## src/rtl/adc_conv_scheduler.sv

```systemverilog
// Burst scheduler for a SAR ADC: paces start pulses, captures results and signals burst end.
// Optional WAIT-state watchdog enabled by defining ADC_SCHED_TIMEOUT_EN.
module adc_conv_scheduler #(
    parameter int RESULT_W       = 16,
    parameter int TIMEOUT_CYCLES = 255
) (
    input  logic                clk,
    input  logic                rst,
    input  logic                start_conversion_in,
    input  logic                abort_in,
    input  logic                continuous_in,
    input  logic [7:0]          burst_len_in,
    input  logic [5:0]          holdoff_in,
    input  logic                sar_valid_in,
    input  logic [RESULT_W-1:0] sar_result_in,
    output logic                sar_start_out,
    output logic                sar_ena_out,
    output logic [RESULT_W-1:0] result_out,
    output logic                result_valid_out,
    output logic                conversion_finished_out,
    output logic                busy_out,
    output logic                timeout_err_out
);
    localparam logic [1:0] ST_IDLE = 2'd0;
    localparam logic [1:0] ST_ARM  = 2'd1;
    localparam logic [1:0] ST_WAIT = 2'd2;
    localparam logic [1:0] ST_HOLD = 2'd3;

`ifdef ADC_SCHED_TIMEOUT_EN
    localparam bit TIMEOUT_EN = 1'b1;
`else
    localparam bit TIMEOUT_EN = 1'b0;
`endif
    localparam int TO_W = $clog2(TIMEOUT_CYCLES + 1);

    logic [1:0]          state;
    logic                start_q;
    logic                edge_en;
    logic [7:0]          burst_len_q;
    logic [7:0]          remaining;
    logic [5:0]          holdoff_q;
    logic [5:0]          hold_cnt;
    logic [TO_W-1:0]     wait_cnt;
    logic                result_valid_q;
    logic                finished_q;
    logic                timeout_err_q;
    logic [RESULT_W-1:0] result_q;

    logic       start_edge;
    logic       timeout_hit;
    logic [7:0] remaining_dec;
    logic [7:0] burst_len_eff;

    // edge_en masks the first cycle after reset so a level held through release is not an edge
    assign start_edge    = start_conversion_in & ~start_q & edge_en;
    assign timeout_hit   = TIMEOUT_EN && (wait_cnt == TO_W'(TIMEOUT_CYCLES - 1));
    assign remaining_dec = remaining - 8'd1;
    assign burst_len_eff = (burst_len_in == 8'd0) ? 8'd1 : burst_len_in;

    always_ff @(posedge clk) begin
        if (rst) begin
            state          <= ST_IDLE;
            start_q        <= 1'b0;
            edge_en        <= 1'b0;
            burst_len_q    <= 8'd0;
            remaining      <= 8'd0;
            holdoff_q      <= 6'd0;
            hold_cnt       <= 6'd0;
            wait_cnt       <= '0;
            result_valid_q <= 1'b0;
            finished_q     <= 1'b0;
            timeout_err_q  <= 1'b0;
            result_q       <= '0;
        end else begin
            start_q        <= start_conversion_in;
            edge_en        <= 1'b1;
            result_valid_q <= 1'b0;
            finished_q     <= 1'b0;
            if (abort_in) begin
                state <= ST_IDLE;
            end else begin
                case (state)
                    ST_IDLE: begin
                        if (start_edge) begin
                            state         <= ST_ARM;
                            burst_len_q   <= burst_len_eff;
                            remaining     <= burst_len_eff;
                            holdoff_q     <= holdoff_in;
                            timeout_err_q <= 1'b0;
                        end
                    end
                    ST_ARM: begin
                        state    <= ST_WAIT;
                        wait_cnt <= '0;
                    end
                    ST_WAIT: begin
                        if (sar_valid_in) begin
                            result_q       <= sar_result_in;
                            result_valid_q <= 1'b1;
                            finished_q     <= (remaining_dec == 8'd0);
                            if (remaining_dec != 8'd0 || continuous_in) begin
                                remaining <= (remaining_dec != 8'd0) ? remaining_dec : burst_len_q;
                                if (holdoff_q != 6'd0) begin
                                    state    <= ST_HOLD;
                                    hold_cnt <= holdoff_q;
                                end else begin
                                    state <= ST_ARM;
                                end
                            end else begin
                                remaining <= 8'd0;
                                state     <= ST_IDLE;
                            end
                        end else if (timeout_hit) begin
                            timeout_err_q <= 1'b1;
                            state         <= ST_IDLE;
                        end else begin
                            wait_cnt <= wait_cnt + 1'b1;
                        end
                    end
                    ST_HOLD: begin
                        hold_cnt <= hold_cnt - 6'd1;
                        if (hold_cnt == 6'd1) begin
                            state <= ST_ARM;
                        end
                    end
                    default: state <= ST_IDLE;
                endcase
            end
        end
    end

    assign sar_start_out           = (state == ST_ARM);
    assign sar_ena_out             = (state != ST_IDLE);
    assign busy_out                = (state != ST_IDLE);
    assign result_out              = result_q;
    assign result_valid_out        = result_valid_q;
    assign conversion_finished_out = finished_q;
    assign timeout_err_out         = timeout_err_q;
endmodule

```

## config.mk

```make
export PLATFORM = sky130hd
export DESIGN_NAME = adc_conv_scheduler
export DESIGN_NICKNAME = d
export VERILOG_FILES = /design/src/rtl/adc_conv_scheduler.sv
export SDC_FILE = /design/constraint.sdc
export NUM_CORES = 1
export LEC_CHECK = 0
export CAP_MARGIN = 15
export CORE_UTILIZATION = 45
export DETAILED_ROUTE_END_ITERATION = 10
export PLACE_DENSITY = 0.71
export SLEW_MARGIN = 10
export SYNTH_ARGS = -nofsm -noshare
export SYNTH_HDL_FRONTEND = slang
export SYNTH_SLANG_ARGS = --single-unit
```

## constraint.sdc

```tcl
create_clock -name clk -period 6.7 [get_ports clk]
set_input_delay 1.34 -clock clk [delete_from_list [all_inputs] [get_ports clk]]
set_output_delay 1.34 -clock clk [all_outputs]
set_load 0.02 [all_outputs]
```

==> results.json <==
{
  "outcome": "finished clean",
  "routed_wl_mm": 5.563,
  "fin_crit_sh_pct": 51.90,
  "syn_avg_cell_area_sq_um": 8.502,
  "cp_max_fo": 15,
  "start_kind": "input port",
  "initial_core_util_pct": 48.08,
  "min_from": "result_out[4]$_SDFFE_PP0P_",
  "finClkSkew_ps": 4.969,
  "netlist_instances": 298,
  "n_antenna_cell": 0,
  "finalHoldViolations": 0,
  "ctsHoldBuffers": 0,
  "most-common-layout-cells": "clkdlybuf4s50_1, dfxtp_1, nand2_1, nor2_1, a21oi_1",
  "detail-route-antenna-nets": 0,
  "row_count": 26,
  "drtIter0Drc": 133,
  "path_clk_slew_ps": 90,
  "die_w_um": 77.04,
  "worst_setup_path_end_kind": "flop",
  "yosys_warnings": 0,
  "grt_pass1_vias": 1967,
  "final-setup-viol-count": 0,
  "gr-total-overflow": 0,
  "first_pass_iters": 4,
  "p_int_uw": 458.0,
  "synthTopCellsByArea": "dfxtp_1, mux2i_1, nand2_1, a21oi_1, nor2_1",
  "core_sq_um": 5270,
  "switching_share_pct": 24.00,
  "grt_max_degree": 29,
  "gp_congestion": 0.8091,
  "drv_cap": 0,
  "power_frac_seq_pct": 51.5,
  "io_buffers": 56,
  "p_leak_uw": 0.001114,
  "cts_tree": "yes",
  "hold_path_class": "flop to flop",
  "timing.slew.headroom_pct": 37.55,
  "pwr-share-comb_pct": 14.2,
  "crit_arrival_ps": 3730,
  "cts.root.buffer_cell": "clkbuf_8",
  "area_growth_syn_to_layout_pct": 26.91,
  "p_per_area_nw_per_um2": 187.4,
  "yosys.area.top_type_share_pct": 39.51,
  "fin_crit_ps": 3477,
  "ios": 58,
  "irDropWorstVdd_mv": 0.1214,
  "startpoint": "start_conversion_in",
  "syn-cell-area_sq_um": 2534,
  "antenna_found_initial": 0,
  "crit_type": "input port to flop",
  "avgRoutedWirePerCell_um": 13.37,
  "syn_nets": 342,
  "grt_pass1_wl_mm": 9.349,
  "synth_seq_cells": 50,
  "rsz0062_at_grt": "false",
  "yosysTopAreaCell": "dfxtp_1",
  "numCtsBuffers": 5,
  "yosysUniqueCellTypes": 54,
  "htree_levels": 2,
  "r2r_start": "state[1]$_SDFFE_PP0P_",
  "via_per_inst": 5.231,
  "switching_power_uw": 144.7,
  "slew_violations": 0,
  "final_nets": 389,
  "final_common_cell": "clkdlybuf4s50_1",
  "postLayoutCoreUtil_pct": 61.02,
  "place_inst": 408,
  "cts_setup_buffers": 0,
  "drc_errors": 0,
  "fin_cells": 416,
  "hpwl_mm": 3.999,
  "grt_usage_pct": 19.81,
  "num_vias": 2176,
  "pwr-share-clk_pct": 34.3,
  "clock_path_buffers": 2,
  "tightest_slew_ps": 934.7,
  "clkLatencyLatePin_ps": 300,
  "die_area_sq_um": 5934,
  "drive_above_1_share_pct": 6.069,
  "cts_resized": 0,
  "ys_seq_area_share_pct": 39.51,
  "clock-sinks": 50,
  "timing.fmax_mhz": 287.6,
  "dieHeight_um": 77.04,
  "finalSetupTns_ps": 0,
  "crit_required_ps": 6950
}
-- stage by stage --
stage	setup slack [ps]	cell area, sq um	hold slack, ps	total power [uW]
final	3223	3216	455.8	602.7
after CTS	3243	3216	459.6	610.0
after global routing	2947	3216	479.7	630.4
after floorplan	3933	2534	459.6	369.2
after detailed placement	2946	3109	446.6	402.9
after global placement	3063	3109	440.9	401.3
-- per-layer routing --
| layer | global-route usage (%) | wire length, um | vias up |
|---|---|---|---|
| met2 | 32.95 | 2680 | 42 |
| met5 | 0 | 0 | - |
| met3 | 4.643 | 256 | 4 |
| met4 | 5.660 | 37 | 0 |
| met1 | 25.48 | 2588 | 1002 |
| li1 | - | - | 1128 |
-- registers in the layout, summed over array words and instances (netlist names) --
signal,flops
burst_len_q,8
result_valid_out,1
state,2
edge_en,1
holdoff_q,6
result_out,16
remaining,8
conversion_finished_out,1
start_q,1
hold_cnt,6
-- critical path: stages --
cell	delay (ps)
clkdlybuf4s50_1	470
nand3b_1	140
a221oi_1	410
a21boi_1	820
nor2_1	90
a311oi_1	290
o21a_1	160
-- cell usage after synthesis (all sizes together) --
library cell and number:
o221ai 2, o311ai 1, nor3 9, o211a 1
o21ai 13, o31a 1, nand2 42, o21bai 1
nand3b 3, a211oi 3, o41ai 1, or3 2
or2 1, nor2b 3, a311oi 2, nand2b 2
clkbuf 12, a221oi 1, o31ai 2, dfxtp 50
nor3b 1, o211ai 2, ha 8, nand4 1
nand3 9, buf 7, a21boi 2, mux2i 20
a21oi 25, a221o 1, a2111oi 3, nor2 30
xor2 1, inv 15, or4 1, conb 1
and3b 1, or3b 1, o21a 2, a211o 2
a31oi 2, xnor2 4, clkinv 1, nor4 6
-- power by group through the flow --
stage	Clock (uW)	Sequential [uW]	Combinational, uW
3_3_place_gp	0	317	84.0
6_report	207	310	85.3
5_1_grt	226	312	93.0
2_1_floorplan	0	314	55.5
3_5_place_dp	0	318	85.3
4_1_cts	214	311	85.8
-- kinds of logic after synthesis --
kind of cell    synth area share (%)
mux                            7.901
flops                          39.51
other cells                   0.1480
fa+ha+maj                      3.951
compound gates                 18.47
xor+xnor                       2.469
simple gates                   21.23
buf+inv                        6.321
-- final timing paths --
check,end,slack (ps),cells after the start
max,remaining[0]$_SDFFE_PP0P_,3220,7
max reg2reg,remaining[0]$_SDFFE_PP0P_,3900,6
min reg2reg,result_out[4]$_SDFFE_PP0P_,460,2
min,result_out[4]$_SDFFE_PP0P_,460,2
-- final cells by class --
| class | count | area [sq um] |
|---|---|---|
| clock buffer | 7 | 76.32 |
| clock inverter | 1 | 30.03 |
| fill | 492 | 2054 |
| inverter | 16 | 60.06 |
| multi-input combinational | 213 | 1378 |
| sequential | 50 | 1001 |
| tap | 70 | 87.58 |
| timing repair buffer | 59 | 583.1 |
(Power assumes the default switching activity.)
